==> src/rtl/seq_det_ctrl_if.sv <==
// Pattern configuration handshake between the register interface and seq_det_ctrl.
// The master offers a pattern with cfg_valid; the controller accepts it when cfg_ready is high.
interface seq_det_ctrl_if #(
  parameter int PAT_W = 8
) ();

  logic             cfg_valid;
  logic             cfg_ready;
  logic [PAT_W-1:0] cfg_pattern;

  modport master (
    output cfg_valid,
    output cfg_pattern,
    input  cfg_ready
  );

  modport slave (
    input  cfg_valid,
    input  cfg_pattern,
    output cfg_ready
  );

endinterface

==> src/rtl/seq_det_ctrl.sv <==
// Sequencer for the seq_8 serial pattern detector in the CAN receive path.
// It loads a pattern MSB-first into the detector, then streams bus bits into it
// and counts qualified detections in a saturating counter.
// Optional feature macro: SEQ_DET_CTRL_IRQ_EN adds a sticky irq with irq_ack.
module seq_det_ctrl #(
  parameter int PAT_W = 8,
  parameter int CNT_W = 8
) (
  input  logic             clk,
  input  logic             rst,
  seq_det_ctrl_if.slave    cfg,
  input  logic             disarm,
  input  logic             rx_bit,
  input  logic             clr_cnt,
  output logic             det_load,
  output logic             det_din,
  input  logic             det_dout,
  output logic             armed,
  output logic             match_pulse,
`ifdef SEQ_DET_CTRL_IRQ_EN
  input  logic             irq_ack,
  output logic             irq,
`endif
  output logic [CNT_W-1:0] match_cnt
);

  localparam int IDX_W = (PAT_W > 1) ? $clog2(PAT_W) : 1;
  localparam int GRD_W = $clog2(PAT_W + 1);
  localparam logic [IDX_W-1:0] LAST_IDX  = IDX_W'(PAT_W - 1);
  localparam logic [GRD_W-1:0] GUARD_MAX = GRD_W'(PAT_W);
  localparam logic [CNT_W-1:0] CNT_MAX   = {CNT_W{1'b1}};

  typedef enum logic [1:0] {
    IDLE  = 2'd0,
    LOAD  = 2'd1,
    ARMED = 2'd2
  } state_t;

  state_t           state_r, state_s;
  logic [PAT_W-1:0] shreg_r, shreg_s;
  logic [IDX_W-1:0] idx_r, idx_s;
  logic [GRD_W-1:0] guard_r, guard_s;
  logic             load_s, din_s;
  logic             hs_s, qual_s, ready_s;
  logic             load_r, din_r, armed_r, pulse_r;
  logic [CNT_W-1:0] cnt_r;

  // The controller can take a new pattern whenever it is not mid-load.
  assign ready_s       = (state_r == IDLE) || (state_r == ARMED);
  assign cfg.cfg_ready = ready_s;
  assign hs_s          = cfg.cfg_valid & ready_s;

  // A detection only counts once the detector window holds bus bits only.
  assign qual_s = (state_r == ARMED) && (guard_r == GUARD_MAX) && det_dout;

  // Next-state logic: disarm beats a same-cycle handshake; a reload drops guard progress.
  always_comb begin
    state_s = state_r;
    shreg_s = shreg_r;
    idx_s   = idx_r;
    guard_s = guard_r;
    case (state_r)
      IDLE: begin
        if (hs_s && !disarm) begin
          state_s = LOAD;
          shreg_s = cfg.cfg_pattern;
          idx_s   = '0;
        end else begin
          state_s = IDLE;
        end
      end
      LOAD: begin
        if (disarm) begin
          state_s = IDLE;
        end else if (idx_r == LAST_IDX) begin
          state_s = ARMED;
          guard_s = '0;
        end else begin
          idx_s   = idx_r + IDX_W'(1);
          shreg_s = {shreg_r[PAT_W-2:0], 1'b0};
        end
      end
      ARMED: begin
        if (disarm) begin
          state_s = IDLE;
        end else if (hs_s) begin
          state_s = LOAD;
          shreg_s = cfg.cfg_pattern;
          idx_s   = '0;
          guard_s = '0;
        end else if (guard_r != GUARD_MAX) begin
          guard_s = guard_r + GRD_W'(1);
        end else begin
          guard_s = guard_r;
        end
      end
      default: begin
        state_s = IDLE;
      end
    endcase
  end

  // Detector drive for the coming cycle, derived from the next state so it can be registered.
  always_comb begin
    load_s = 1'b0;
    din_s  = 1'b0;
    case (state_s)
      LOAD: begin
        load_s = 1'b1;
        din_s  = shreg_s[PAT_W-1];
      end
      ARMED: begin
        load_s = 1'b0;
        din_s  = rx_bit;
      end
      default: begin
        load_s = 1'b0;
        din_s  = 1'b0;
      end
    endcase
  end

  // State, shift register, and registered detector/status outputs.
  always_ff @(posedge clk or posedge rst) begin
    if (rst) begin
      state_r <= IDLE;
      shreg_r <= '0;
      idx_r   <= '0;
      guard_r <= '0;
      load_r  <= 1'b0;
      din_r   <= 1'b0;
      armed_r <= 1'b0;
    end else begin
      state_r <= state_s;
      shreg_r <= shreg_s;
      idx_r   <= idx_s;
      guard_r <= guard_s;
      load_r  <= load_s;
      din_r   <= din_s;
      armed_r <= (state_s == ARMED);
    end
  end

  // Match pulse and saturating counter; clr_cnt overrides a same-cycle increment.
  always_ff @(posedge clk or posedge rst) begin
    if (rst) begin
      pulse_r <= 1'b0;
      cnt_r   <= '0;
    end else begin
      pulse_r <= qual_s;
      if (clr_cnt) begin
        cnt_r <= '0;
      end else if (qual_s && (cnt_r != CNT_MAX)) begin
        cnt_r <= cnt_r + CNT_W'(1);
      end else begin
        cnt_r <= cnt_r;
      end
    end
  end

`ifdef SEQ_DET_CTRL_IRQ_EN
  logic irq_r;

  // Sticky interrupt: a new match sets it even when acknowledged in the same cycle.
  always_ff @(posedge clk or posedge rst) begin
    if (rst) begin
      irq_r <= 1'b0;
    end else if (qual_s) begin
      irq_r <= 1'b1;
    end else if (irq_ack) begin
      irq_r <= 1'b0;
    end else begin
      irq_r <= irq_r;
    end
  end

  assign irq = irq_r;
`endif

  assign det_load    = load_r;
  assign det_din     = din_r;
  assign armed       = armed_r;
  assign match_pulse = pulse_r;
  assign match_cnt   = cnt_r;

endmodule

==> src/flat_wrapper.sv <==
// flat-port wrapper written by rule: the top's interface ports become plain ports
module seq_det_ctrl_flat 
#(
  parameter int PAT_W = 8,
  parameter int CNT_W = 8
)
  (clk, rst, disarm, rx_bit, clr_cnt, det_load, det_din, det_dout, armed, match_pulse, match_cnt, cfg_cfg_valid, cfg_cfg_pattern, cfg_cfg_ready);
  seq_det_ctrl_if #(.PAT_W(PAT_W)) cfg_i ();
  input  logic clk;
  input  logic rst;
  input  logic disarm;
  input  logic rx_bit;
  input  logic clr_cnt;
  output logic det_load;
  output logic det_din;
  input  logic det_dout;
  output logic armed;
  output logic match_pulse;
  output logic [CNT_W-1:0] match_cnt;
  input wire logic [$bits(cfg_i.cfg_valid)-1:0] cfg_cfg_valid;
  input wire logic [$bits(cfg_i.cfg_pattern)-1:0] cfg_cfg_pattern;
  output wire logic [$bits(cfg_i.cfg_ready)-1:0] cfg_cfg_ready;
  assign cfg_i.cfg_valid = cfg_cfg_valid;
  assign cfg_i.cfg_pattern = cfg_cfg_pattern;
  assign cfg_cfg_ready = cfg_i.cfg_ready;
  seq_det_ctrl #(.PAT_W(PAT_W), .CNT_W(CNT_W)) u_core (.clk(clk), .rst(rst), .cfg(cfg_i), .disarm(disarm), .rx_bit(rx_bit), .clr_cnt(clr_cnt), .det_load(det_load), .det_din(det_din), .det_dout(det_dout), .armed(armed), .match_pulse(match_pulse), .match_cnt(match_cnt));
endmodule
==> config.mk <==
export PLATFORM = sky130hd
export DESIGN_NAME = seq_det_ctrl_flat
export DESIGN_NICKNAME = d
export VERILOG_FILES = /design/src/rtl/seq_det_ctrl_if.sv /design/src/rtl/seq_det_ctrl.sv /design/src/flat_wrapper.sv
export SDC_FILE = /design/constraint.sdc
export NUM_CORES = 1
export LEC_CHECK = 0
export ABC_AREA = 1
export BUFFER_PORTS_ARGS = -buffer_cell sky130_fd_sc_hd__buf_2
export CORE_MARGIN = 2
export CORE_UTILIZATION = 50
export DETAILED_ROUTE_END_ITERATION = 8
export PLACE_DENSITY = 0.73
export SLEW_MARGIN = 15
export SYNTH_ARGS = -nofsm -noshare
export SYNTH_HDL_FRONTEND = slang
export SYNTH_SLANG_ARGS = --single-unit
==> constraint.sdc <==
create_clock -name clk -period 2.3 [get_ports clk]
set_input_delay 0.345 -clock clk [delete_from_list [all_inputs] [get_ports clk]]
set_output_delay 0.345 -clock clk [all_outputs]
set_load 0.1 [all_outputs]
==> metrics, run 1 <==
status=completed; Netlist Area Pre-Place=1570 sq um; final instance area=1840 sq um; Netlist cell types=27; Setup Crit Path Kind=flop to flop; largest net degree at the start of global routing=30; max-cap viol count=0; Static Leak=0.985 nW; Clk pin slew, worst setup/hold paths=100 ps; FP Rows=20; Overall Global Routing Usage=20.2%; Fmax=0.511 GHz; cts bufs inserted=5; ANT nets after route=0; final hold viol count=0; RSZ-0062 raised after global routing=false; first-pass GRT wire length=5150 microns; n_diodes=0; Worst-Margin Slew=502 ps; # IOs=28; Clock Latency Late Sink=340 ps; CTS tree=yes; crit path DAT=2220 ps; Reg2Reg Depth=8; crit end category=flop; core box area=3030 sq um; Detailed Place HPWL=2300 microns; Pre-antenna DRT Iters=4; Fin Clk Skew=13.3 ps; largest family of logic cells by synthesized area=simple AND/OR/NAND/NOR gates; synthesized instance count=178; RePlAce Congestion=0.783; Port Buf Inserts=27; Hold-fix buffers, CTS=0; sequential share of the synthesized area=46.3%; post_cts resized=0; initial antenna violation count=0; Sum Neg Setup Slack=0 ps; CTS H-tree depth=2; vias in the first global route=1182; number of synthesized flops with an enable pin=0; Starting Density=51.8%; Pwr Density=663 nW/um^2; root buffer cell=clkbuf_4; async set or reset register ratio after synthesis=100%; share of layout cells above drive strength 1=25.5%; CP Max Fanout=13; mux cell area share after synthesis=0%; final period utilization=85.2%; Die W=60.0 microns; Syn. warnings=0; die height=60.0 microns; syn nets=200; CTS Sinks=29; Post-Synth Simple-Gate Area=31.3%; WL final=3050 microns; area delta synth->final=17.0%; post-synthesis xor/xnor area fraction=2.79%; Compound-Gate Fraction of Synth Area=6.78%; Seq cells post-synth=29; main flop type after synthesis=dfrtp_1; DP Area=1750 sq um; WP data required=2560 ps; crit path time final=1960 ps; endpoints failing setup=0; Hold Path Class=input pin to async pin; # nets final=233; Avg Cell Area, Syn=8.81 sq um; clock tree buffer depth=2; Peak supply drop=0.000401 V; Post-Synth Adder-Cell Area=5.58%; filler instances=274; initial DRC count=52; # placed instances=248; setup bufs post-CTS=0; DRC=0; die outline area=3600 sq um; Post-Layout Cell Count=256; via/cell ratio=4.95; Final Max Tran Viols=0; Worst Setup Start Kind=flop; total number of vias=1268; Max transition margin=66.8%; drt wl/cell=11.9 microns; GR Overflow Total=0
## logic make-up (layout without fill, tap and decap cells)
group | count (synthesis) | after routing
AND/OR/NAND/NOR | 93 | 93
buffers and inverters | 28 | 62
flip-flops | 29 | 29
XOR/XNOR | 5 | 5
AO/OA/AOI/OAI | 16 | 16
adder cells (fa/ha/maj) | 7 | 7
## final cells by class
type | instances | area, sq um | share of cell area [%]
Clock buffer | 7 | 55.1 | 3.00
Clock inverter | 1 | 30.0 | 1.64
Inverter | 26 | 97.6 | 5.32
Multi-Input combinational cell | 121 | 729 | 39.7
Sequential cell | 29 | 726 | 39.5
Tap cell | 44 | 55.1 | 3.00
Timing Repair Buffer | 28 | 143 | 7.77
## sequential cells by signal (all words and copies together), names as in the netlist
name                cells
u_core.det_din          1
u_core.state_r          2
u_core.det_load         1
u_core.match_pulse      1
u_core.armed            1
u_core.idx_r            3
u_core.guard_r          4
u_core.match_cnt        8
u_core.shreg_r          8
## worst paths after layout
check,startpoint,to,slack (ps)
worst max-delay path,u_core.idx_r[0]$_DFFE_PP0P_,u_core.det_din$_DFF_PP0_,340
worst min-delay path,rst,u_core.match_cnt[1]$_DFFE_PP0P_,50
worst max register to register,u_core.idx_r[0]$_DFFE_PP0P_,u_core.det_din$_DFF_PP0_,340
worst min register to register,u_core.idx_r[1]$_DFFE_PP0P_,u_core.idx_r[1]$_DFFE_PP0P_,510
max in group asynchronous,rst,u_core.match_pulse$_DFF_PP0_,1970
min in group clk,cfg_cfg_pattern[0],u_core.shreg_r[0]$_DFFE_PP0P_,220
## metrics by stage
| stage | util [%] | hold WS [ps] | worst slack [ps] | power, mW |
|---|---|---|---|---|
| after floorplan | - | 423 | 206 | 0.736 |
| after global placement | 57.8 | 425 | 439 | 0.775 |
| after detailed placement | 57.8 | 429 | 370 | 0.786 |
| after CTS | 60.6 | 58.2 | 352 | 1.23 |
| after global routing | 60.6 | 75.4 | 195 | 1.28 |
| final | 60.6 | 54.0 | 341 | 1.22 |
## cells in the final DEF (no fill, tap or decap), drive strengths merged, types with 2 or more instances in the layout
cell type,synthesis,layout
nand2,47,47
dfrtp,29,29
buf,2,28
inv,26,26
nand3,23,23
nor2,19,19
ha,7,7
o21ai,7,7
clkbuf,0,7
o221ai,5,5
xor2,4,4
nand3b,2,2
## metal layers
layer | global-route usage (%) | up-vias | routed length [microns]
met5 | 0 | - | 0
met4 | 8.57 | 0 | 55
met3 | 7.14 | 6 | 137
met2 | 32.5 | 28 | 1540
met1 | 24.6 | 593 | 1310
li1 | - | 641 | -
## cell usage after synthesis, types with 2 or more instances
| master | instances | share of area [%] |
|---|---|---|
| nand3b_1 | 2 | 0.96 |
| dfrtp_1 | 29 | 46 |
| nand2_1 | 45 | 11 |
| o221ai_1 | 5 | 2.8 |
| nand3_2 | 3 | 1.9 |
| inv_1 | 22 | 5.3 |
| inv_2 | 4 | 0.96 |
| ha_1 | 7 | 5.6 |
| nor2_4 | 5 | 3.6 |
| o21ai_1 | 2 | 0.64 |
| o21ai_0 | 5 | 1.6 |
| nor2_1 | 10 | 2.4 |
| nand3_1 | 20 | 6.4 |
| nor2_2 | 3 | 1.2 |
| xor2_1 | 4 | 2.2 |
## critical path, stage by stage (launching register included)
cell and delay [ps]:
dfrtp_1 400, ha_1 200, ha_1 190, nor2_1 230
nand2_4 120, nand2_2 200, inv_1 130, ha_1 310
a21oi_1 110
## power by group
group          total (mW)  internal (mW)  switching, mW
clock               0.444          0.260          0.185
sequential          0.583          0.560         0.0226
combinational       0.191         0.0592          0.132
total                1.22          0.879          0.339
Note: power is estimated with default switching activity, not from simulation.
==> run 2, diff against run 1 <==
--- a/config.mk
+++ b/config.mk
@@ -5,7 +5,6 @@
 export SDC_FILE = /design/constraint.sdc
 export NUM_CORES = 1
 export LEC_CHECK = 0
-export ABC_AREA = 1
 export BUFFER_PORTS_ARGS = -buffer_cell sky130_fd_sc_hd__buf_2
 export CORE_MARGIN = 2
 export CORE_UTILIZATION = 50
==> metrics, run 2 <==
CTS H-tree depth=2; Detailed Place HPWL=2100 microns; Post-Layout Cell Count=206; synthesized instance count=141; largest net degree at the start of global routing=30; n_diodes=0; Post-synth top cells=29 x dfrtp_1, 15 x inv_1, 10 x nand2_1; share of the synthesized area in the top cell type=50.0%; RSZ-0062 raised after global routing=false; commonest non-fill, non-tap cell in the layout=dfrtp_1; DRC=0; status=completed; Peak supply drop=0.000487 V; Netlist cell types=42; WP data required=2500 ps; CTS Sinks=29; Avg Cell Area, Syn=10.3 sq um; Pwr Density=604 nW/um^2; Setup Crit Path Kind=flop to flop; vias in the first global route=1142; Hold-fix buffers, CTS=0; Final Max Tran Viols=0; RePlAce Congestion=0.958; crit end category=flop; ANT nets after route=0; Max transition margin=67.7%; Pre-antenna DRT Iters=4; crit path time final=1940 ps; Clk pin slew, worst setup/hold paths=80 ps; WL final=2790 microns; Worst-Margin Slew=488 ps; total number of vias=1220; setup bufs post-CTS=0; CP Max Fanout=10; via/cell ratio=5.92; most numerous cell in the Yosys netlist=dfrtp_1; clock tree buffer depth=2; share of layout cells above drive strength 1=22.3%; area delta synth->final=16.0%; async set or reset register ratio after synthesis=100%; Worst Setup Start Kind=flop; number of synthesized flops with an enable pin=0; root buffer cell=clkbuf_4; # nets final=197; Static Leak=0.846 nW; crit path DAT=2140 ps; endpoints failing setup=0; Clock Latency Late Sink=320 ps; Port Buf Inserts=27; commonest cells after routing, fill and taps aside=29 x dfrtp_1, 27 x buf_2, 15 x inv_1; die outline area=3350 sq um; initial DRC count=100; Seq cells post-synth=29; final hold viol count=0; GR Overflow Total=0; # IOs=28; drt wl/cell=13.6 microns; Netlist Area Pre-Place=1450 sq um; core box area=2760 sq um; CTS tree=yes; post_cts resized=0; FP Rows=19; ranking of synthesized cells by area=dfrtp_1 50%, ha_1 6.0%, a222oi_1 4.8%; initial antenna violation count=0; Fmax=0.514 GHz; die height=57.9 microns; # placed instances=199; syn nets=163; Yosys top cell by area=dfrtp_1; Sum Neg Setup Slack=0 ps; Die W=57.9 microns; sequential share of the synthesized area=50.0%; final period utilization=84.6%; Fin Clk Skew=8.38 ps; first-pass GRT wire length=4940 microns; Overall Global Routing Usage=19.7%; Hold Path Class=input pin to async pin; Starting Density=52.7%; max-cap viol count=0; Syn. warnings=0; main flop type after synthesis=dfrtp_1; cts bufs inserted=5
-- run 2: cell types whose count changed after synthesis, moves of 6 or more --
cell      previous run  this run
nand2_1             45        10
nor3_1               0         6
a21oi_1              1         7
a222oi_1             0         7
inv_1               22        15
nand3_1             20         7
-- run 2: worst paths after layout --
check	cells past startpoint	from	slack [ps]	to
setup / recovery	7	u_core.idx_r[0]$_DFFE_PP0P_	360	u_core.shreg_r[3]$_DFFE_PP0P_
hold reg to reg	2	u_core.shreg_r[2]$_DFFE_PP0P_	500	u_core.shreg_r[3]$_DFFE_PP0P_
setup reg to reg	7	u_core.idx_r[0]$_DFFE_PP0P_	360	u_core.shreg_r[3]$_DFFE_PP0P_
hold / removal	3	rst	80	u_core.match_cnt[0]$_DFFE_PP0P_
min in group clk	2	cfg_cfg_pattern[0]	260	u_core.shreg_r[0]$_DFFE_PP0P_
max in group asynchronous	3	rst	1960	u_core.shreg_r[5]$_DFFE_PP0P_
-- run 2: power breakdown --
| part | total, mW | switching (mW) | internal, mW |
|---|---|---|---|
| Clock | 0.302 | 0.158 | 0.144 |
| Combinational | 0.138 | 0.0843 | 0.0541 |
| Sequential | 0.577 | 0.0257 | 0.551 |
| Total | 1.02 | 0.268 | 0.749 |
-- run 2: cell families (layout without fill, tap and decap cells) --
| logic type | Yosys count | count (layout) | share of synthesized area, % |
|---|---|---|---|
| compound gates | 31 | 31 | 15.9 |
| simple gates | 52 | 52 | 20.3 |
| flops | 29 | 29 | 50.0 |
| fa+ha+maj | 7 | 7 | 6.03 |
| buf+inv | 18 | 52 | 5.17 |
| mux | 2 | 2 | 1.38 |
| xor+xnor | 2 | 2 | 1.21 |
-- run 2: worst max-delay path, stage by stage, from the launching register on --
cell and delay, ps:
dfrtp_1 410, ha_1 210, ha_1 220, nor3b_1 220, o21bai_1 200, buf_4 220, a222oi_1 280, inv_1 70
-- run 2: metal layers --
layer,global-route usage (%),share of wire [%],vias to the layer above
met1,22.4,42,593
met3,6.92,4.8,6
met2,32.0,52,35
met4,11.3,1.9,0
met5,0,0,-
li1,-,-,586
-- run 2: layout make-up --
type                            instances  area [sq um]
Inverter                               15          56.3
Clock buffer                            7          55.1
Sequential cell                        29           726
Fill cell                             251          1070
Timing Repair Buffer                   30           158
Tap cell                               31          38.8
Multi-Input combinational cell         94           652
-- run 2: through the flow --
stage,instance area (sq um),setup slack [ps],hold WS [ps],power [mW],util [%]
floorplan,1450,176,423,0.684,-
global placement,1630,480,427,0.720,59.1
detailed placement,1630,373,431,0.727,59.1
CTS,1690,362,76.3,1.03,61.1
global route,1690,222,92.2,1.08,61.1
finish,1690,355,77.9,1.02,61.1
==> run 3, diff against run 2 <==
==> constraint.sdc (replaced) <==
create_clock -name clk -period 1.92 [get_ports clk]
set_input_delay 0.288 -clock clk [delete_from_list [all_inputs] [get_ports clk]]
set_output_delay 0.288 -clock clk [all_outputs]
set_load 0.1 [all_outputs]
==> metrics, run 3 (synthesized netlist as in run 2, its figures left out) <==
status=completed; # nets final=201; WL final=2970 microns; initial DRC count=115; crit path DAT=2020 ps; Hold Path Class=input pin to async pin; vias in the first global route=1167; CTS Sinks=29; RePlAce Congestion=0.947; Die W=57.9 microns; final instance area=1780 sq um; commonest cells after routing, fill and taps aside=27 x buf_2, 27 x dfrtp_1, 15 x inv_1; ANT nets after route=0; endpoints failing setup=0; initial antenna violation count=0; share of layout cells above drive strength 1=27.8%; FP Rows=19; Crit path largest cell delay=410 ps; max-cap viol count=0; post-route met1 wirelength=1270 microns; Fin Clk Skew=3.86 ps; Top Family by Delay on Critical Path=compound AO/OA/AOI/OAI gates; # IOs=28; total power=1.49 mW; Clk pin slew, worst setup/hold paths=90 ps; largest net degree at the start of global routing=30; Worst Setup Start Kind=flop; final hold viol count=0; Port Buf Inserts=27; CP Max Fanout=6; DP Area=1650 sq um; Overall Global Routing Usage=19.6%; Pwr Density=839 nW/um^2; Setup Crit Path Kind=flop to flop; routed length on met2=1490 microns; CTS H-tree depth=2; metal3 WL=169 microns; die outline area=3350 sq um; CTS tree=yes; DRC=0; Starting Density=52.7%; Clock Latency Late Sink=330 ps; core box area=2760 sq um; Worst path slowest cell=dfrtp_1; RSZ-0062 raised after global routing=false; Final Max Tran Viols=0; drt wl/cell=14.1 microns; crit path time final=1800 ps; via/cell ratio=5.80; Worst-Margin Slew=487 ps; Peak supply drop=0.000746 V; Static Leak=0.889 nW; GR Overflow Total=0; clock tree buffer depth=2; first-pass GRT wire length=4940 microns; Max transition margin=67.8%; cts bufs inserted=5; Pre-antenna DRT Iters=4; Buffers & Inverters on Critical Path=2; Detailed Place HPWL=2200 microns; top sig layer=met4; total number of vias=1223; area delta synth->final=22.3%; Fmax=0.555 GHz; final core occ=64.4%; root buffer cell=clkbuf_4; WP data required=2130 ps; CP Cell Sequence=ha_1 > ha_1 > nor3b_2 > o21bai_2 > buf_4 > a222oi_1 > inv_1; crit end category=flop; n_diodes=0; CP dominant cell by count=ha_1; final period utilization=93.9%; die height=57.9 microns
-- run 3: cell count changes in the layout (fill, tap and decap cells not counted) --
cell,before,now
ha_1,7,6
clkbuf_8,1,0
o21bai_1,1,0
ha_2,0,1
o21bai_2,0,1
buf_4,3,7
dfrtp_1,29,27
nor3b_1,2,1
clkbuf_1,1,0
nor3b_2,0,1
dfrtp_2,0,2
clkinv_2,0,1
bufinv_16,0,2
-- run 3: per-layer routing --
layer  track usage, %  up-vias
met5                0        -
met4             7.97        0
met3             6.92        4
met2             33.9       40
met1             21.8      583
li1                 -      596
-- run 3: stage by stage --
step | cells | hold slack, ps | setup TNS [ps] | setup slack, ps
after global routing | 211 | 12.9 | 0 | 0.906
final | 211 | 4.17 | 0 | 117
after global placement | 201 | 369 | 0 | 57.3
after floorplan | 141 | 366 | 0 | 45.0
after CTS | 209 | 4.42 | 0 | 38.4
after detailed placement | 201 | 373 | -28.0 | -28.0
-- run 3: what timing repair did --
action,in CTS,in global routing
hold buffers,0,0
hold endpoints to repair,0,0
pin swaps,0,1
buffers inserted,0,2
gates resized for setup,1,2
endpoints found under the setup margin,2,4
-- run 3: layout make-up --
class / count / area (sq um)
clock buffers: 5 / 37.5
clock inverters: 3 / 65.1
fillers: 234 / 981
inverters: 15 / 56.3
multi-input cells: 94 / 663
flip-flops and latches: 29 / 728
well taps: 31 / 38.8
repair buffers: 34 / 188
-- run 3: path summary, 6_finish.rpt --
check	startpoint	end	slack [ps]	cells past startpoint
hold / removal	rst	u_core.det_din$_DFF_PP0_	4	3
max in group asynchronous	rst	u_core.match_cnt[0]$_DFFE_PP0P_	1630	3
setup reg to reg	u_core.idx_r[0]$_DFFE_PP0P_	u_core.shreg_r[3]$_DFFE_PP0P_	120	7
setup / recovery	u_core.idx_r[0]$_DFFE_PP0P_	u_core.shreg_r[3]$_DFFE_PP0P_	120	7
hold reg to reg	u_core.shreg_r[7]$_DFF_PP0_	u_core.shreg_r[7]$_DFF_PP0_	500	2
min in group clk	cfg_cfg_pattern[0]	u_core.shreg_r[0]$_DFFE_PP0P_	180	2
-- run 3: worst reg2reg max path, delay by kind of cell, from the launching register on --
family,cells,cell delay (ps)
flip-flops,1,410
AO/OA/AOI/OAI,2,440
buffers and inverters,2,240
adder cells (fa/ha/maj),2,420
AND/OR/NAND/NOR,1,190
-- run 3: power by group --
| group | switching [mW] | internal (mW) | leakage [nW] | total (mW) |
|---|---|---|---|---|
| combinational | 0.104 | 0.0724 | 0.450 | 0.177 |
| sequential | 0.0324 | 0.660 | 0.384 | 0.692 |
| clock | 0.218 | 0.403 | 0.0552 | 0.621 |
